$ cat src/rtl/spi_bridge_pkg.sv
// Shared definitions for the SPI peripheral bridge.
//   - transaction-width encodings and the idle strobe code
//   - FSM state enum
//   - helpers: txn_bytes (data-phase length), txn_mask (valid data bits),
//     align_msb (left-justify a value for MSB-first shift-out)
package spi_bridge_pkg;

    localparam int BUS_W = 32;

    localparam logic [1:0] TXN_BYTE    = 2'b00;
    localparam logic [1:0] TXN_HALF    = 2'b01;
    localparam logic [1:0] TXN_WORD    = 2'b10;
    localparam logic [1:0] TXN_RSVD    = 2'b11;
    localparam logic [1:0] STROBE_IDLE = 2'b11;

    typedef enum logic [2:0] {
        ST_IDLE  = 3'd0,
        ST_HDR   = 3'd1,
        ST_WDATA = 3'd2,
        ST_RWAIT = 3'd3,
        ST_RDATA = 3'd4
    } state_e;

    // Reserved encoding behaves as a word for data length.
    function automatic logic [2:0] txn_bytes(input logic [1:0] txn);
        case (txn)
            TXN_BYTE: return 3'd1;
            TXN_HALF: return 3'd2;
            default:  return 3'd4;
        endcase
    endfunction

    function automatic logic [BUS_W-1:0] txn_mask(input logic [1:0] txn);
        case (txn)
            TXN_BYTE: return 32'h0000_00FF;
            TXN_HALF: return 32'h0000_FFFF;
            default:  return 32'hFFFF_FFFF;
        endcase
    endfunction

    // Puts the most significant transmitted bit at position 31.
    function automatic logic [BUS_W-1:0] align_msb(input logic [BUS_W-1:0] val,
                                                   input logic [1:0]       txn);
        case (txn)
            TXN_BYTE: return {val[7:0], 24'h0};
            TXN_HALF: return {val[15:0], 16'h0};
            default:  return val;
        endcase
    endfunction

endpackage

$ cat src/rtl/spi_shift_core.sv
// SPI mode-0 bit engine for the peripheral bridge.
//   spi_cs_n/spi_clk/spi_mosi : synchronised SPI inputs
//   field_len   : length in bits of the field currently being received
//   field_done  : combinational pulse in the cycle that detects the last
//                 rising edge of a field; rx_next then holds the whole field
//   rx_next     : shift register contents including the bit sampled this cycle
//   tx_load/tx_word : load a left-justified word for shift-out
//   tx_shift_en : MISO advances one bit on each spi_clk falling edge
//   spi_miso    : registered serial output
module spi_shift_core (
    input  logic        clk,
    input  logic        rst,
    input  logic        spi_cs_n,
    input  logic        spi_clk,
    input  logic        spi_mosi,
    input  logic [7:0]  field_len,
    input  logic        tx_load,
    input  logic [31:0] tx_word,
    input  logic        tx_shift_en,
    output logic        field_done,
    output logic [31:0] rx_next,
    output logic        spi_miso
);

    logic        sclk_q, sclk_d;
    logic [7:0]  cnt_q, cnt_d;
    logic [31:0] rx_q, rx_d;
    logic [31:0] tx_q, tx_d;
    logic        miso_q, miso_d;
    logic        rise, fall;

    // NOTE: every signal gets a default at the top of always_comb so no path
    // leaves it unassigned; an unassigned path would infer a latch.
    always_comb begin
        sclk_d     = spi_clk;
        rise       = spi_clk & ~sclk_q & ~spi_cs_n;
        fall       = ~spi_clk & sclk_q & ~spi_cs_n;
        rx_next    = {rx_q[30:0], spi_mosi};
        field_done = rise && (cnt_q == field_len - 8'd1);
        cnt_d      = cnt_q;
        rx_d       = rx_q;
        tx_d       = tx_q;
        miso_d     = miso_q;

        if (spi_cs_n) begin
            cnt_d = '0;
        end else if (rise) begin
            rx_d  = rx_next;
            cnt_d = field_done ? 8'd0 : cnt_q + 8'd1;
        end

        if (tx_load) begin
            tx_d = tx_word;
        end else if (tx_shift_en && fall) begin
            miso_d = tx_q[31];
            tx_d   = {tx_q[30:0], 1'b0};
        end
    end

    // NOTE: flops are written only with <= so every always_ff reads the
    // pre-edge value of every other flop, independent of process order.
    always_ff @(posedge clk) begin
        if (rst) begin
            sclk_q <= 1'b0;
            cnt_q  <= '0;
            rx_q   <= '0;
            tx_q   <= '0;
            miso_q <= 1'b0;
        end else begin
            sclk_q <= sclk_d;
            cnt_q  <= cnt_d;
            rx_q   <= rx_d;
            tx_q   <= tx_d;
            miso_q <= miso_d;
        end
    end

    assign spi_miso = miso_q;

endmodule

$ cat src/rtl/spi_periph_bridge.sv
// SPI mode-0 target that decodes framed register transactions and drives
// up to NUM_CH TinyQV-style peripherals.
//   clk, rst          : clock, synchronous active-high reset
//   spi_*             : synchronised SPI pins (spi_miso is the serial reply)
//   address, data_in  : shared register address / write data
//   data_write_n/data_read_n : per-channel 2-bit strobes, 11 = idle
//   data_out, data_ready     : per-channel read data and valid
//   user_interrupt, irq_any  : per-channel interrupts and their registered OR
//   err               : sticky read-timeout / bad-channel flag
module spi_periph_bridge
    import spi_bridge_pkg::*;
#(
    parameter int NUM_CH = 4,
    parameter int ADDR_W = 6,
    parameter int DATA_W = 32
) (
    input  logic                  clk,
    input  logic                  rst,
    input  logic                  spi_cs_n,
    input  logic                  spi_clk,
    input  logic                  spi_mosi,
    output logic                  spi_miso,
    output logic [ADDR_W-1:0]     address,
    output logic [31:0]           data_in,
    output logic [2*NUM_CH-1:0]   data_write_n,
    output logic [2*NUM_CH-1:0]   data_read_n,
    input  logic [32*NUM_CH-1:0]  data_out,
    input  logic [NUM_CH-1:0]     data_ready,
    input  logic [NUM_CH-1:0]     user_interrupt,
    output logic                  irq_any,
    output logic                  err
);

    localparam int CH_W  = (NUM_CH > 1) ? $clog2(NUM_CH) : 1;
    localparam int HDR_W = 3 + CH_W + ADDR_W;

    if (DATA_W != 32) begin : g_bad_data_w
        $error("spi_periph_bridge: DATA_W must be 32");
    end
    if (NUM_CH < 1 || NUM_CH > 8) begin : g_bad_num_ch
        $error("spi_periph_bridge: NUM_CH must be 1..8");
    end
    if (HDR_W > 32) begin : g_bad_addr_w
        $error("spi_periph_bridge: header does not fit the shift register");
    end

    state_e                state_q, state_d;
    logic [1:0]            txn_q, txn_d;
    logic [CH_W-1:0]       ch_q, ch_d;
    logic [ADDR_W-1:0]     addr_q, addr_d;
    logic                  cap_q, cap_d;
    logic [31:0]           rdata_q, rdata_d;
    logic [ADDR_W-1:0]     address_q, address_d;
    logic [31:0]           data_in_q, data_in_d;
    logic [2*NUM_CH-1:0]   wr_n_q, wr_n_d, rd_n_q, rd_n_d;
    logic                  err_q, err_d, irq_q, irq_d;

    logic                  field_done, tx_load;
    logic [7:0]            field_len;
    logic [31:0]           rx_next, tx_word;
    logic [HDR_W-1:0]      hdr;
    logic                  hdr_rw, hdr_ch_ok, ch_ok;
    logic [1:0]            hdr_txn;
    logic [CH_W-1:0]       hdr_ch;
    logic [ADDR_W-1:0]     hdr_addr, addr_next;
    logic [2:0]            nb;

    spi_shift_core u_core (
        .clk         (clk),
        .rst         (rst),
        .spi_cs_n    (spi_cs_n),
        .spi_clk     (spi_clk),
        .spi_mosi    (spi_mosi),
        .field_len   (field_len),
        .tx_load     (tx_load),
        .tx_word     (tx_word),
        .tx_shift_en (state_q == ST_RDATA),
        .field_done  (field_done),
        .rx_next     (rx_next),
        .spi_miso    (spi_miso)
    );

    always_comb begin
        hdr       = rx_next[HDR_W-1:0];
        hdr_rw    = hdr[HDR_W-1];
        hdr_txn   = hdr[HDR_W-2 -: 2];
        hdr_ch    = hdr[ADDR_W +: CH_W];
        hdr_addr  = hdr[ADDR_W-1:0];
        hdr_ch_ok = 32'(hdr_ch) < 32'(NUM_CH);
        ch_ok     = 32'(ch_q) < 32'(NUM_CH);
        nb        = txn_bytes(txn_q);
        addr_next = addr_q + ADDR_W'(nb);

        case (state_q)
            ST_IDLE, ST_HDR: field_len = 8'(HDR_W);
            ST_RWAIT:        field_len = 8'd8;
            default:         field_len = {2'b00, nb, 3'b000};
        endcase

        state_d   = state_q;
        txn_d     = txn_q;
        ch_d      = ch_q;
        addr_d    = addr_q;
        cap_d     = cap_q;
        rdata_d   = rdata_q;
        address_d = address_q;
        data_in_d = data_in_q;
        wr_n_d    = '1;
        rd_n_d    = '1;
        err_d     = err_q;
        irq_d     = |user_interrupt;
        tx_load   = 1'b0;
        tx_word   = '0;

        if (spi_cs_n) begin
            // Partial writes are dropped; a pending read's data are discarded.
            state_d = ST_IDLE;
            cap_d   = 1'b0;
        end else begin
            case (state_q)
                ST_IDLE: state_d = ST_HDR;
                ST_HDR: if (field_done) begin
                    txn_d  = hdr_txn;
                    ch_d   = hdr_ch;
                    addr_d = hdr_addr;
                    if (!hdr_ch_ok) err_d = 1'b1;
                    if (hdr_rw) begin
                        state_d = ST_WDATA;
                    end else begin
                        state_d = ST_RWAIT;
                        cap_d   = 1'b0;
                        rdata_d = '0;
                        if (hdr_ch_ok) begin
                            // Reserved txn is passed through as-is (reads as idle).
                            rd_n_d[2*hdr_ch +: 2] = hdr_txn;
                            address_d             = hdr_addr;
                        end
                    end
                end
                ST_WDATA: if (field_done) begin
                    if (ch_ok) begin
                        wr_n_d[2*ch_q +: 2] = txn_q;
                        address_d           = addr_q;
                        data_in_d           = rx_next & txn_mask(txn_q);
                        if (32'(ch_q) == 32'(NUM_CH - 1) && (&addr_q)) err_d = 1'b0;
                    end
                    addr_d = addr_next;
                end
                ST_RWAIT: begin
                    // Only the first ready pulse inside the dummy byte is taken.
                    if (!cap_q && ch_ok && data_ready[ch_q]) begin
                        cap_d   = 1'b1;
                        rdata_d = data_out[32*ch_q +: 32] & txn_mask(txn_q);
                    end
                    if (field_done) begin
                        state_d = ST_RDATA;
                        tx_load = 1'b1;
                        tx_word = align_msb(rdata_d, txn_q);
                        if (!cap_d) err_d = 1'b1;
                    end
                end
                ST_RDATA: if (field_done) begin
                    state_d = ST_RWAIT;
                    addr_d  = addr_next;
                    cap_d   = 1'b0;
                    rdata_d = '0;
                    if (ch_ok) begin
                        rd_n_d[2*ch_q +: 2] = txn_q;
                        address_d           = addr_next;
                    end
                end
                default: state_d = ST_IDLE;
            endcase
        end
    end

    always_ff @(posedge clk) begin
        if (rst) begin
            state_q   <= ST_IDLE;
            txn_q     <= TXN_BYTE;
            ch_q      <= '0;
            addr_q    <= '0;
            cap_q     <= 1'b0;
            rdata_q   <= '0;
            address_q <= '0;
            data_in_q <= '0;
            wr_n_q    <= {NUM_CH{STROBE_IDLE}};
            rd_n_q    <= {NUM_CH{STROBE_IDLE}};
            err_q     <= 1'b0;
            irq_q     <= 1'b0;
        end else begin
            state_q   <= state_d;
            txn_q     <= txn_d;
            ch_q      <= ch_d;
            addr_q    <= addr_d;
            cap_q     <= cap_d;
            rdata_q   <= rdata_d;
            address_q <= address_d;
            data_in_q <= data_in_d;
            wr_n_q    <= wr_n_d;
            rd_n_q    <= rd_n_d;
            err_q     <= err_d;
            irq_q     <= irq_d;
        end
    end

    assign address      = address_q;
    assign data_in      = data_in_q;
    assign data_write_n = wr_n_q;
    assign data_read_n  = rd_n_q;
    assign err          = err_q;
    assign irq_any      = irq_q;

endmodule
$ cat config.mk
export PLATFORM = sky130hd
export DESIGN_NAME = spi_periph_bridge
export DESIGN_NICKNAME = d
export VERILOG_FILES = /design/src/rtl/spi_bridge_pkg.sv /design/src/rtl/spi_shift_core.sv /design/src/rtl/spi_periph_bridge.sv
export SDC_FILE = /design/constraint.sdc
export NUM_CORES = 1
export LEC_CHECK = 0
export ABC_AREA = 0
export CELL_PAD_IN_SITES_DETAIL_PLACEMENT = 0
export CELL_PAD_IN_SITES_GLOBAL_PLACEMENT = 1
export CORE_MARGIN = 8
export CORE_UTILIZATION = 38
export CTS_CLUSTER_SIZE = 10
export DETAILED_ROUTE_END_ITERATION = 16
export GPL_ROUTABILITY_DRIVEN = 0
export PLACE_DENSITY = 0.79
export SYNTH_ARGS = -nofsm -noshare
export SYNTH_HDL_FRONTEND = slang
export SYNTH_SLANG_ARGS = --single-unit
$ cat constraint.sdc
create_clock -name clk -period 3.06 [get_ports clk]
set_clock_uncertainty 0.15 [all_clocks]
set_input_delay 0.459 -clock clk [delete_from_list [all_inputs] [get_ports clk]]
set_output_delay 0.459 -clock clk [all_outputs]
set_load 0.005 [all_outputs]
After elaboration in Yosys (flattened, before gate mapping)
Cells that the tools add are included.
{"block": "classes", "reduce_logical": 28, "addsub": 5, "n_mux": 54, "shift": 5, "n_eq_ne": 15, "bitwise": 15, "n_lt_le_gt_ge": 1}
{"operator": "$mux W32", "count": 15}
{"operator": "$pmux W32 S2", "count": 2}
{"operator": "$shiftx A128 B8 Y32", "count": 1}
{"operator": "$pmux W32 S3", "count": 1}
{"operator": "$neg A3 Y34", "count": 2}
{"operator": "$shift A2 B34 Y8 const A", "count": 2}
{"operator": "$shiftx A2 B34 Y8", "count": 2}
{"operator": "$and A32 B32 Y32", "count": 2}
{"operator": "$mux W8", "count": 4}
{"operator": "$mux W6", "count": 5}
{"operator": "$pmux W6 S2", "count": 2}
{"operator": "$pmux W6 S3", "count": 1}
{"operator": "$reduce_and A6 Y1", "count": 3}
{"operator": "$not A8 Y8", "count": 2}
{"operator": "$or A8 B8 Y8", "count": 2}
{"operator": "$pmux W8 S2", "count": 1}
{"operator": "$mux W1", "count": 15}
{"operator": "$pmux W3 S5", "count": 1}
{"operator": "$ne A2 B2 Y1 const B", "count": 7}
{"operator": "$reduce_and A4 Y1", "count": 3}
{"operator": "$mux W3", "count": 3}
{"operator": "$add A8 B1 Y8 const B", "count": 1}
{"operator": "$eq A8 B8 Y1", "count": 1}
{"operator": "$sub A6 B1 Y7 const B", "count": 1}
{"operator": "26 further kinds", "count": 44}
{"block": "totals", "out_inout_bits": 57, "inputBits": 141, "ff_bits": 175}

Longest topological paths before layout
Gate-level depths: netlist of the first run.
{"block": "logic_depth", "depth_word": 13, "mapped_depth": 13, "ltp_nobuf": 11}

Hierarchy
A second synthesis of the first run with hierarchy kept.
{"block": "hier_totals", "hier_cells": 1106, "area_unflattened_um2": 9385.3}
{"mod": "spi_periph_bridge", "n_inst": 1, "area_per_inst_um2": 6105.9, "cells_each": 706}
{"mod": "spi_shift_core", "n_inst": 1, "area_per_inst_um2": 3279.4, "cells_each": 400}

Least setup slack after synthesis of the first run
No wires, ideal clock.
{"block": "synth_timing", "path_kind": "register -> register", "from": "reg ch_q[1]", "to": "reg rd_n_q[0], in the netlist data_read_n[0]", "stages_incl_launch_ff": 10, "arrival_time_ps": 2416, "n_path_buf": 3, "path_slack_ps": 356, "required_time_ps": 2771, "period_less_slack_ps": 2704, "path_cell_list": "dfxtp_1 -> clkbuf_1 -> clkbuf_1 -> clkbuf_1 -> inv_1 -> ha_1 -> nor2b_1 -> a21boi_0 -> a32o_1 -> nand2_1"}
{"block": "synth_via", "elab_chain_len": 6, "elab_cells_between_ends": 7}
{"element": "from (decl)", "line": "spi_periph_bridge.sv:49", "source": "logic [CH_W-1:0] ch_q, ch_d;"}
{"element": "from (signal assigned)", "line": "spi_periph_bridge.sv:194", "source": "ch_q <= ch_d;"}
{"element": "$neg A3 Y34 *", "line": "spi_periph_bridge.sv:168", "source": "rd_n_d[2*ch_q +: 2] = txn_q;"}
{"element": "$shift A2 B34 Y8", "line": "spi_periph_bridge.sv:168"}
{"element": "$not A8 Y8 (no line)"}
{"element": "$or A8 B8 Y8 (no line) *"}
{"element": "$mux W8 *"}
{"element": "$pmux W8 S2 *", "line": "spi_periph_bridge.sv:120", "source": "case (state_q)"}
{"element": "to (signal assigned)", "line": "spi_periph_bridge.sv:188", "source": "rd_n_q <= {NUM_CH{STROBE_IDLE}};"}
{"element": "to (signal assigned)", "line": "spi_periph_bridge.sv:201", "source": "rd_n_q <= rd_n_d;"}
{"element": "to (decl)", "line": "spi_periph_bridge.sv:55", "source": "logic [2*NUM_CH-1:0] wr_n_q, wr_n_d, rd_n_q, rd_n_d;"}
Mark *: on every way between the ends. The rest lies on a longest branch, timed or not.
A chain may end at the register's enable or synchronous reset.

Worst setup path in the final report of the first run
{"block": "layout_timing", "from": "reg u_core.cnt_q[5]", "to": "reg address_q[3], in the netlist address[3]"}
{"block": "layout_via", "elab_chain_len": 4, "elab_cells_between_ends": 6}
{"element": "from (decl)", "line": "spi_shift_core.sv:26", "source": "logic [7:0] cnt_q, cnt_d;"}
{"element": "from (signal assigned)", "line": "spi_shift_core.sv:71", "source": "cnt_q <= cnt_d;"}
{"element": "$eq A8 B8 Y1 *", "line": "spi_shift_core.sv:39", "source": "field_done = rise && (cnt_q == field_len - 8'd1);"}
{"element": "$logic_and A1 B1 Y1 *", "line": "spi_shift_core.sv:39"}
{"element": "$ne A2 B2 Y1 (no line)"}
{"element": "$reduce_and A6 Y1 (no line) *"}
{"element": "to (signal assigned)", "line": "spi_periph_bridge.sv:198", "source": "address_q <= address_d;"}
{"element": "to (decl)", "line": "spi_periph_bridge.sv:53", "source": "logic [ADDR_W-1:0] address_q, address_d;"}
Marked as above.

==> implementation parameters, run 1 <==
Parameter                              Value

Status
  Run status ... completed

Clocking
  Cell at the root of the clock tree ... sky130_fd_sc_hd__clkbuf_16
  Total number of H-tree levels ... 4
  Worst skew pair latency ... 0.43 ns
  Number of buffers created by CTS ... 17
  Clock tree from TritonCTS ... yes
  Post-cts repair resize count ... 0
  Clock-pin transition on the worst setup and hold timing paths ... 0.06 ns
  Number of buffers between clock root and the deepest sink ... 2
  Number of buffers inserted to repair setup after CTS ... 0
  Number of clock sinks seen by CTS ... 175
  Total of hold buffers inserted after clock tree synthesis ... 0

Critical path
  Crit Path Max Fanout ... 8
  CP Capture Type ... flop
  Startpoint Class ... flop
  Setup slack, reg-to-reg ... 0.28 ns
  Req. time, crit path ... 3.26 ns
  Start of the worst register-to-register path ... u_core.cnt_q[5]
  Largest incremental delay on the critical path ... 0.53 ns
  Data arrival time at the worst-slack endpoint ... 2.98 ns
  R2R Path End ... address[3]
  Crit-path slowest cell ... sky130_fd_sc_hd__or3_1
  Cells traversed along the worst timing path ... nor4b_1, o311ai_1, or4_1, or3_1, a221o_1, a21oi_1
  Number of cell instances on the worst register-to-register path ... 6
  Start-to-end type of the worst setup path ... flop to flop

Routing
  Post-Route WL ... 27780 µm
  Detail Route Antenna Nets ... 0
  Detailed-routed wire length on met3 ... 1852 µm
  Number of violations reported at the end of detailed-routing iteration 0 ... 471
  Detailed Routing Iterations Pass 1 ... 5
  Final routed wire length divided by cell count ... 17.34 µm
  Met2 layer wire length in the routed design ... 12340 µm
  Top layer used by detailed routing ... met4
  Overall via count from detail_route ... 8416
  Detailed-route vias per instance ... 5.253
  Final routed DRC violation total ... 0
  Total routed wire length on the met1 layer ... 13140 µm

Global route
  Number of antenna violations at the first check in global routing ... 0
  Global Route Usage Sum ... 18.86%
  Largest net degree at the start of global routing ... 71
  Total congestion overflow ... 0
  Number of global-route vias before repair ... 8114
  First-pass GRT wire length ... 43860 µm

Timing
  Fin crit period ... 2.778 ns
  Post-Route Hold Slack ... 0.3014 ns
  Hold violation total from the final report ... 0
  Number of slew-limit violations in the final report ... 0
  Ratio of final minimum period to clock period ... 90.79%
  Worst slew pin tran ... 0.7448 ns
  Relative slew margins ... 50.35%
  Setup TNS ... 0 ns
  Achievable frequency ... 360.0 MHz
  Unrepaired setup endpoints after global routing ... false
  Final setup violation count ... 0

Power and ir drop
  Leakage ... 4.144 nW
  Power Dens Cells ... 400.7 mW/mm²
  Worst vdd ir ... 0.4328 mV

Synthesis
  YS warnings ... 0
  Mapped cell area ... 0.008989 mm²
  Post-synth net total ... 1252
  Number of enable-type register cells in the synthesized netlist ... 0
  Average size of a mapped cell ... 8.209 µm²
  Proportion of synthesized chip area in sequential cells ... 38.98%
  Main synth FF type ... sky130_fd_sc_hd__dfxtp_1
  Synthesis-stage register bit count ... 175
  Count of different cell masters after synthesis ... 61
  Gate Count Post-Synth ... 1095
  Post-synthesis async set-or-reset flop share ... 0%

Hold path
  Hold path startpoint ... data_in[0]
  Path category of the worst min-delay check ... flop to flop
  Hold Crit Depth ... 2
  End of the worst hold path ... data_in[0]

Cells and area
  Layout overhead on the synthesized area ... 33.28%
  Fin nets ... 1427
  Number of inserted filler cells in the final layout ... 2227
  Number of diodes added for antenna fixing ... 0
  Share of layout cells above drive strength 1 ... 10.05%

Floorplanning
  Die height ... 169.8 µm
  Site row count ... 56
  Width of the chip ... 169.8 µm
  Area enclosed by the die boundary ... 0.02883 mm²
  Core region area ... 0.02333 mm²
  Top-Level Pins ... 198
  Initial Util ... 38.52%

Run
  Total of max-cap violations ... 0

Placed design
  Total of buffers placed on input and output ports ... 197
  HPWL after detailed placement ... 20250 µm
-- flip-flops by register name, summed over array words and instances, names as in the netlist --
register,flops
rdata_q,32
address,6
cap_q,1
err,1
irq_any,1
ch_q,2
u_core.tx_q,32
data_in,32
u_core.rx_q,31
txn_q,2
state_q,3
addr_q,6
u_core.spi_miso,1
u_core.sclk_q,1
data_read_n,8
data_write_n,8
u_core.cnt_q,8
-- per-stage QoR --
step                      power [mW]  instances  worst slack (ns)  area, µm²  utilization, %
after floorplan                2.469       1095            0.3555       8989               -
after global placement         2.704       1570           0.05621      11400           48.85
after detailed placement       2.706       1570           0.01922      11400           48.85
after CTS                      4.845       1602            0.2908      11980           51.35
after global routing           4.955       1602            0.1140      11980           51.35
final                          4.800       1602            0.2819      11980           51.35
-- synthesized netlist by cell type, types with 4 or more instances --
master / number / area share, %
sky130_fd_sc_hd__a211oi_1: 5 / 0.42
sky130_fd_sc_hd__a21o_1: 4 / 0.33
sky130_fd_sc_hd__a21oi_1: 138 / 7.7
sky130_fd_sc_hd__a31oi_1: 9 / 0.63
sky130_fd_sc_hd__a32oi_1: 5 / 0.49
sky130_fd_sc_hd__and3_1: 4 / 0.28
sky130_fd_sc_hd__buf_2: 12 / 0.67
sky130_fd_sc_hd__clkbuf_1: 65 / 2.7
sky130_fd_sc_hd__dfxtp_1: 175 / 39
sky130_fd_sc_hd__ha_1: 15 / 2.1
sky130_fd_sc_hd__inv_1: 29 / 1.2
sky130_fd_sc_hd__mux2_2: 17 / 2.1
sky130_fd_sc_hd__mux2i_1: 57 / 6.3
sky130_fd_sc_hd__mux4_2: 24 / 6.0
sky130_fd_sc_hd__nand2_1: 200 / 8.4
sky130_fd_sc_hd__nand2b_1: 11 / 0.77
sky130_fd_sc_hd__nand3_1: 53 / 3.0
sky130_fd_sc_hd__nand4_1: 9 / 0.63
sky130_fd_sc_hd__nor2_1: 76 / 3.2
sky130_fd_sc_hd__nor2b_1: 11 / 0.77
sky130_fd_sc_hd__nor3_1: 4 / 0.22
sky130_fd_sc_hd__nor4_1: 4 / 0.28
sky130_fd_sc_hd__o211a_1: 5 / 0.56
sky130_fd_sc_hd__o211ai_1: 7 / 0.58
sky130_fd_sc_hd__o21ai_0: 55 / 3.1
sky130_fd_sc_hd__o22ai_1: 21 / 1.5
sky130_fd_sc_hd__or2_2: 4 / 0.28
sky130_fd_sc_hd__or3_1: 17 / 1.2
sky130_fd_sc_hd__xnor2_1: 4 / 0.39
sky130_fd_sc_hd__xor2_1: 6 / 0.58
-- critical path, delay by kind of cell, from the launching register on --
family             cells  cell delay (ns)
AOI/OAI and AO/OA      3             0.67
and+or+nand+nor        3             1.52
DFF                    1             0.35
-- layer usage --
layer	track usage (%)	up-vias
li1	-	4193
met1	25.60	3962
met2	28.89	231
met3	4.931	30
met4	5.541	0
met5	0	-
-- layout make-up --
type | instances | area [µm²] | area share [%]
clock buffers | 24 | 501.7 | 4.188
clock inverters | 8 | 80.08 | 0.6684
inverters | 31 | 121.4 | 1.013
multi-input cells | 805 | 5017 | 41.88
flip-flops and latches | 175 | 3506 | 29.26
well taps | 319 | 399.1 | 3.332
repair buffers | 240 | 2355 | 19.66
-- layout by cell type (no fill, tap or decap), drive strengths merged, types with 8 or more instances in the layout --
cell,instances
nand2b,11
inv,29
clkbuf,24
nor2b,11
buf,44
nand2,200
nand4,9
dfxtp,175
or3,17
clkdlybuf4s50,196
ha,15
nand3,54
mux2i,57
o211ai,8
a21oi,138
mux4,24
o22ai,21
a31oi,9
o21ai,57
mux2,17
nor2,76
-- worst max-delay path by stage --
stage | start | end | slack (ns) | cells past startpoint
final | u_core.cnt_q[5] | address[3] | 0.28 | 6
after global routing | u_core.cnt_q[1] | address[4] | 0.11 | 6
after CTS | u_core.cnt_q[5] | address[3] | 0.29 | 6
after detailed placement | spi_cs_n | address[0] | 0.02 | 8
after global placement | spi_cs_n | address[1] | 0.06 | 8
after floorplan | ch_q[1] | data_read_n[0] | 0.36 | 9
-- where the power goes --
part	switching (mW)	leakage [nW]	internal, mW	total (mW)
registers	0.00413	1.41	2.28	2.28
logic	0.150	2.45	0.221	0.370
clock network	0.916	0.278	1.23	2.15
total	1.07	4.14	3.73	4.80
-- cell families after synthesis --
| group | Yosys count | synth area share (%) |
|---|---|---|
| and+or+nand+nor | 407 | 20.29 |
| adders and majority gates | 16 | 2.311 |
| buffers and inverters | 115 | 5.359 |
| xor gates and xnor gates | 10 | 0.9743 |
| DFF | 175 | 38.98 |
| AOI/OAI and AO/OA | 274 | 17.59 |
| muxes | 98 | 14.49 |
No activity file was read; power rests on OpenSTA's default activity.
==> run 2: changes to the inputs <==
--- a/config.mk
+++ b/config.mk
@@ -5,11 +5,11 @@
 export SDC_FILE = /design/constraint.sdc
 export NUM_CORES = 1
 export LEC_CHECK = 0
-export ABC_AREA = 0
+export ABC_AREA = 1
 export CELL_PAD_IN_SITES_DETAIL_PLACEMENT = 0
 export CELL_PAD_IN_SITES_GLOBAL_PLACEMENT = 1
 export CORE_MARGIN = 8
-export CORE_UTILIZATION = 38
+export CORE_UTILIZATION = 36
 export CTS_CLUSTER_SIZE = 10
 export DETAILED_ROUTE_END_ITERATION = 16
 export GPL_ROUTABILITY_DRIVEN = 0
==> implementation parameters, run 2 <==
Parameter                              Value

Status
  Run status ... completed

Timing
  Relative slew margins ... 50.42% (+0.069 points)
  Post-Route Hold Slack ... 0.3027 ns (+0.001350 ns)
  Fin crit period ... 2.567 ns (-0.2108 ns)
  Final worst slack ... 0.4927 ns (+0.2108 ns)
  Setup TNS ... 0 ns (unchanged)
  Achievable frequency ... 389.5 MHz (+8.2%)
  Hold violation total from the final report ... 0 (unchanged)
  Unrepaired setup endpoints after global routing ... false
  Worst slew pin tran ... 0.7437 ns (-0.001034 ns)
  Final setup violation count ... 0 (unchanged)
  Number of slew-limit violations in the final report ... 0 (unchanged)
  Ratio of final minimum period to clock period ... 83.90% (-6.9 points)

Clocking
  Total number of H-tree levels ... 4 (unchanged)
  Clock-pin transition on the worst setup and hold timing paths ... 0.08 ns (+0.02 ns)
  Number of buffers between clock root and the deepest sink ... 2 (unchanged)
  Worst skew pair latency ... 0.44 ns (about the same)
  Cell at the root of the clock tree ... sky130_fd_sc_hd__clkbuf_16
  Post-cts repair resize count ... 0 (unchanged)
  Number of buffers inserted to repair setup after CTS ... 0 (unchanged)
  Number of buffers created by CTS ... 17 (unchanged)
  Clock tree from TritonCTS ... yes
  Total of hold buffers inserted after clock tree synthesis ... 0 (unchanged)
  Number of clock sinks seen by CTS ... 175 (unchanged)

Cells and area
  Top library cells by usage in the layout, fill and taps aside ... sky130_fd_sc_hd__nand2_1 (394), sky130_fd_sc_hd__clkdlybuf4s50_1 (196), sky130_fd_sc_hd__dfxtp_1 (174)
  Number of inserted filler cells in the final layout ... 2603 (+17%)
  Layout overhead on the synthesized area ... 31.15%
  Finished Layout Cells ... 1908 (+19%)
  Share of layout cells above drive strength 1 ... 6.278% (-3.8 points)
  Leading cell type in the layout, fill and taps excluded ... sky130_fd_sc_hd__nand2_1
  FF+latch area ... 0.003505 mm² (about the same)
  Area taken by multi-input logic gates ... 0.005011 mm² (-0.12%)
  Fin nets ... 1721 (+21%)

Synthesis
  Post-Synth Adder-Cell Area ... 2.254% (-0.056 points)
  Top cell types by occurrence after synthesis ... sky130_fd_sc_hd__nand2_1 (394), sky130_fd_sc_hd__dfxtp_1 (175), sky130_fd_sc_hd__nor2_1 (147)
  Proportion of synthesized chip area in sequential cells ... 38.02% (-0.95 points)
  Average size of a mapped cell ... 6.549 µm² (-20%)
  Count of different cell masters after synthesis ... 41 (-33%)
  Share of synthesized area spent on multiplexers ... 0% (-14 points)
  Cell with the most instances after synthesis ... sky130_fd_sc_hd__nand2_1
  Mapped cell area ... 0.009214 mm² (+2.5%)
  Number of enable-type register cells in the synthesized netlist ... 0 (unchanged)
  Combinational family with the most area after synthesis ... simple AND/OR/NAND/NOR gates
  Compound-cell area share of the yosys netlist ... 15.58% (-2.0 points)
  Post-synth net total ... 1564 (+25%)
  Gate Count Post-Synth ... 1407 (+28%)
  Cell taking the most area after synthesis ... sky130_fd_sc_hd__dfxtp_1
  YS warnings ... 0 (unchanged)
  Cells taking the most area after synthesis ... sky130_fd_sc_hd__dfxtp_1 (38%), sky130_fd_sc_hd__nand2_1 (16%), sky130_fd_sc_hd__nand3_1 (7.8%)
  Post-synthesis async set-or-reset flop share ... 0% (unchanged)
  Main synth FF type ... sky130_fd_sc_hd__dfxtp_1
  Top cell type's share of synthesized area ... 38.02% (-0.95 points)
  Xor-xnor portion of the synthesized cell area ... 0.3802% (-0.59 points)
  Synthesis-stage register bit count ... 175 (unchanged)
  Synthesized-area fraction occupied by and/or/nand/nor cells ... 36.15% (+16 points)

Floorplanning
  Area enclosed by the die boundary ... 0.03097 mm² (+7.4%)
  Die height ... 176.0 µm (+3.6%)
  Width of the chip ... 176.0 µm (+3.6%)
  Top-Level Pins ... 198 (unchanged)
  Core region area ... 0.02518 mm² (+7.9%)
  Initial Util ... 36.59% (-1.9 points)
  Site row count ... 58 (+3.6%)

Global route
  First-pass GRT wire length ... 51420 µm (+17%)
  Global Route Usage Sum ... 20.59% (+1.7 points)
  Largest net degree at the start of global routing ... 63 (-11%)
  Total congestion overflow ... 0 (unchanged)
  Number of global-route vias before repair ... 9515 (+17%)
  Number of antenna violations at the first check in global routing ... 1 (+1)

Routing
  Detailed Routing Iterations Pass 1 ... 6 (+1)
  Final routed wire length divided by cell count ... 16.89 µm (-2.6%)
  Final routed DRC violation total ... 0 (unchanged)
  Detail Route Antenna Nets ... 0 (unchanged)
  Detailed-route vias per instance ... 5.137 (-2.2%)
  Post-Route WL ... 32230 µm (+16%)
  Number of violations reported at the end of detailed-routing iteration 0 ... 762 (+62%)
  Overall via count from detail_route ... 9801 (+16%)

Placed design
  Total of buffers placed on input and output ports ... 197 (unchanged)
  HPWL after detailed placement ... 23590 µm (+16%)
  Post-Place Setup Slack ... 0.3158 ns (+0.2966 ns)
  Number of cells after detailed placement ... 1875 (+19%)

Critical path
  Critical path origin ... ch_q[0]
  Crit Path Max Fanout ... 25 (+17)
  Req. time, crit path ... 3.27 ns (about the same)
  Number of cell instances on the worst register-to-register path ... 9 (+3)
  Start-to-end type of the worst setup path ... flop to flop
  Startpoint Class ... flop
  Data arrival time at the worst-slack endpoint ... 2.78 ns (-0.20 ns)
  Start of the worst register-to-register path ... ch_q[0]
  CP Capture Type ... flop

Power and ir drop
  Worst vdd ir ... 0.2730 mV (-37%)
  Power Dens Cells ... 424.9 mW/mm² (+6.0%)
  Leakage ... 4.770 nW (+15%)
  Total Power ... 5.134 mW (+7.0%)

Hold path
  Hold Crit Depth ... 4 (+2)
  Hold path startpoint ... rst
  Path category of the worst min-delay check ... input pin to flop

Run
  Total of max-cap violations ... 0 (unchanged)
## run 2: cell count changes in the layout (fill, tap and decap cells not counted), sizes merged, moves of 28 or more
cell,delta
a21oi,-28
inv,+54
mux2i,-57
nand2,+197
nand3,+95
nand4,+48
nor2,+75
o21ai,+79
## run 2: cell families after synthesis
logic type / Yosys count
buf+inv: 171
flops: 175
compound gates: 272
xor+xnor: 4
simple gates: 769
fa+ha+maj: 16
## run 2: metal layers
layer	wire, µm	vias up	GRT usage, %
met5	0	-	0
met4	807	0	7.171
met3	1175	49	3.269
met2	16390	222	37.19
met1	13850	4528	24.31
li1	-	5002	-
## run 2: power breakdown
part	leakage (nW)	total [mW]	switching, mW	internal (mW)
clock network	0.295	2.23	1.11	1.12
registers	1.42	2.34	0.0293	2.31
logic	3.06	0.569	0.301	0.268
## run 2: worst max-delay path, stage by stage, from the launching register on
cell and delay (ns):
sky130_fd_sc_hd__dfxtp_2 0.64, sky130_fd_sc_hd__buf_4 0.36, sky130_fd_sc_hd__buf_4 0.29, sky130_fd_sc_hd__nand2_1 0.08, sky130_fd_sc_hd__nand3_1 0.09, sky130_fd_sc_hd__nand3_1 0.18
sky130_fd_sc_hd__o21ai_1 0.27, sky130_fd_sc_hd__and2_1 0.19, sky130_fd_sc_hd__nand4_1 0.09, sky130_fd_sc_hd__a21oi_1 0.14
## run 2: layout make-up
cell class                 instances  area share [%]
sequential                       175           29.00
multi-input combinational       1061           41.47
clock inverter                    15           1.522
inverter                          77           2.392
antenna                            1         0.02071
clock buffer                      17           3.520
timing repair buffer             232           18.66
tap                              330           3.417
## run 2: per-stage QoR
stage	instance area (µm²)	util (%)
floorplan	9214	-
global placement	11470	45.56
detailed placement	11470	45.56
CTS	12080	47.98
global route	12080	47.99
finish	12080	47.99
## run 2: final timing paths
| kind | end | slack (ns) |
|---|---|---|
| max | rdata_q[9] | 0.49 |
| min | u_core.cnt_q[7] | 0.30 |
| max reg2reg | rdata_q[9] | 0.49 |
| min reg2reg | rdata_q[26] | 0.31 |
==> run 3: changes to the inputs <==
==> constraint.sdc (replaced) <==
create_clock -name clk -period 2.61 [get_ports clk]
set_clock_uncertainty 0.15 [all_clocks]
set_input_delay 0.3915 -clock clk [delete_from_list [all_inputs] [get_ports clk]]
set_output_delay 0.3915 -clock clk [all_outputs]
set_load 0.005 [all_outputs]
==> implementation parameters, run 3 (same netlist as run 2, synthesis figures left out) <==
Parameter                              Value

Timing
  Number of slew-limit violations in the final report ... 0 (unchanged)
  Unrepaired setup endpoints after global routing ... false
  Hold violation total from the final report ... 0 (unchanged)
  Fin crit period ... 2.356 ns (-0.2111 ns)
  Relative slew margins ... 56.39% (+6.0 points)
  Setup TNS ... 0 ns (unchanged)
  Achievable frequency ... 424.4 MHz (+9.0%)
  Final setup violation count ... 0 (unchanged)
  Final worst slack ... 0.2538 ns (-0.2389 ns)
  Worst slew pin tran ... 0.6534 ns (-0.09034 ns)
  Ratio of final minimum period to clock period ... 90.28% (+6.4 points)

Global route
  Number of antenna violations at the first check in global routing ... 0 (-1)
  Total congestion overflow ... 0 (unchanged)
  Number of global-route vias before repair ... 9618 (+1.1%)
  Global Route Usage Sum ... 20.46% (-0.13 points)
  Largest net degree at the start of global routing ... 46 (-27%)
  First-pass GRT wire length ... 51490 µm (+0.13%)

Cells and area
  Fin nets ... 1734 (+0.76%)
  Number of diodes added for antenna fixing ... 0 (-1)
  Area taken by multi-input logic gates ... 0.005011 mm² (unchanged)
  Top library cells by usage in the layout, fill and taps aside ... sky130_fd_sc_hd__nand2_1 (394), sky130_fd_sc_hd__clkdlybuf4s50_1 (196), sky130_fd_sc_hd__dfxtp_1 (174)
  FF+latch area ... 0.003505 mm² (unchanged)
  Share of layout cells above drive strength 1 ... 7.044% (+0.77 points)
  Layout overhead on the synthesized area ... 32.69%
  Leading cell type in the layout, fill and taps excluded ... sky130_fd_sc_hd__nand2_1
  Final standard cell area without fillers ... 0.01223 mm² (+1.2%)
  Number of inserted filler cells in the final layout ... 2639 (+1.4%)

Routing
  Final routed wire length divided by cell count ... 16.55 µm (-2.0%)
  Final routed DRC violation total ... 0 (unchanged)
  Overall via count from detail_route ... 9838 (+0.38%)
  Number of violations reported at the end of detailed-routing iteration 0 ... 716 (-6.0%)
  Detailed-route vias per instance ... 5.124 (-0.25%)
  Detail Route Antenna Nets ... 0 (unchanged)
  Post-Route WL ... 31770 µm (-1.4%)
  Detailed Routing Iterations Pass 1 ... 5 (-1)

Clocking
  Worst skew pair latency ... 0.43 ns (about the same)
  Clock-pin transition on the worst setup and hold timing paths ... 0.07 ns (about the same)
  Cell at the root of the clock tree ... sky130_fd_sc_hd__clkbuf_16
  Total of hold buffers inserted after clock tree synthesis ... 0 (unchanged)
  Clock tree from TritonCTS ... yes
  Total number of H-tree levels ... 4 (unchanged)
  Number of clock sinks seen by CTS ... 175 (unchanged)
  Post-cts repair resize count ... 0 (unchanged)
  Number of buffers created by CTS ... 17 (unchanged)
  Number of buffers inserted to repair setup after CTS ... 0 (unchanged)
  Number of buffers between clock root and the deepest sink ... 2 (unchanged)

Placed design
  Total of buffers placed on input and output ports ... 197 (unchanged)
  Placement-stage cell area ... 0.01162 mm² (+1.3%)
  HPWL after detailed placement ... 23340 µm (-1.1%)
  Post-Place Setup Slack ... 0.08769 ns (-0.2281 ns)

Power and ir drop
  Switching component of the power ... 1.627 mW (+13%)
  Power Dens Cells ... 489.2 mW/mm² (+15%)
  Worst vdd ir ... 0.5210 mV (+91%)
  Int Power ... 4.353 mW (+18%)
  Sw Share ... 27.21% (-0.86 points)
  Total Power ... 5.981 mW (+16%)
  Fraction of power consumed by sequential logic ... 45.9% (+0.3 points)
  Fraction of power consumed by the clock network ... 42.6% (-0.8 points)
  Leakage ... 4.846 nW (+1.6%)
  Comb power frac ... 11.5% (+0.4 points)

Run
  Total of max-cap violations ... 0 (unchanged)

Floorplanning
  Site row count ... 58 (unchanged)
  Top-Level Pins ... 198 (unchanged)
  Width of the chip ... 176.0 µm (unchanged)
  Initial Util ... 36.59% (unchanged)
  Die height ... 176.0 µm (unchanged)
  Area enclosed by the die boundary ... 0.03097 mm² (unchanged)
  Core region area ... 0.02518 mm² (unchanged)

Critical path
  Crit Path Max Fanout ... 6 (-76%)
  Number of cell instances on the worst register-to-register path ... 9 (unchanged)
  Startpoint Class ... flop
  Start-to-end type of the worst setup path ... flop to flop
  Buf/Inv on CP ... 2 (unchanged)
  Largest incremental delay on the critical path ... 0.44 ns (-0.20 ns)
  Crit-path slowest cell ... sky130_fd_sc_hd__dfxtp_1
  Setup slack, reg-to-reg ... 0.25 ns (-0.24 ns)
  Cells traversed along the worst timing path ... inv_1, nor2_1, inv_1, fa_1, o21ai_0, xor2_1, o221ai_1, o21ai_1, nor2_1
  Category of cells accounting for the largest share of critical-path delay ... compound AO/OA/AOI/OAI gates
  CP Capture Type ... flop
  Data arrival time at the worst-slack endpoint ... 2.53 ns (-0.25 ns)
  Req. time, crit path ... 2.79 ns (-0.48 ns)
  Stages on the worst setup path ... 9 (unchanged)

Hold path
  Hold Crit Depth ... 1 (-3)
  Path category of the worst min-delay check ... flop to flop

Status
  Run status ... completed
-- run 3: layer usage --
metal	track usage (%)	vias up	wire length, µm
li1	-	5022	-
met1	24.08	4527	13430
met2	37.11	238	16180
met3	3.589	51	1337
met4	6.429	0	830
met5	0	-	0
-- run 3: layout make-up --
| type | instances | share of cell area, % |
|---|---|---|
| Tap cell | 330 | 3.377 |
| Clock buffer | 18 | 3.592 |
| Inverter | 77 | 2.364 |
| Clock inverter | 14 | 1.361 |
| Timing Repair Buffer | 245 | 19.65 |
| Sequential cell | 175 | 28.67 |
| Multi-Input combinational cell | 1061 | 40.99 |
-- run 3: worst register-to-register path: cells and delay by family, from the launching register on --
kind,cells,cell delay (ns)
adder cells (fa/ha/maj),1,0.44
AO/OA/AOI/OAI,3,0.53
flip-flops,1,0.44
buffers and inverters,2,0.23
XOR/XNOR,1,0.21
AND/OR/NAND/NOR,2,0.26
-- run 3: final timing paths --
path / from / end
worst max-delay path: txn_q[0] / address[4]
worst min-delay path: u_core.cnt_q[7] / u_core.cnt_q[7]
worst max register to register: txn_q[0] / address[4]
worst min register to register: u_core.cnt_q[7] / u_core.cnt_q[7]
-- run 3: power groups by stage --
stage	logic, mW	clock network [mW]	registers, mW
final	0.689	2.55	2.74
after global routing	0.764	2.72	2.75
after CTS	0.689	2.60	2.74
after detailed placement	0.686	0	2.80
after global placement	0.684	0	2.80
after floorplan	0.331	0	2.80
-- run 3: stage by stage --
stage / hold WS [ns] / cells / utilization [%]
after floorplan: 0.2796 / 1407 / -
after global placement: 0.2949 / 1888 / 46.14
after detailed placement: 0.2998 / 1888 / 46.14
after CTS: 0.3112 / 1920 / 48.55
after global routing: 0.3199 / 1920 / 48.55
final: 0.3098 / 1920 / 48.55
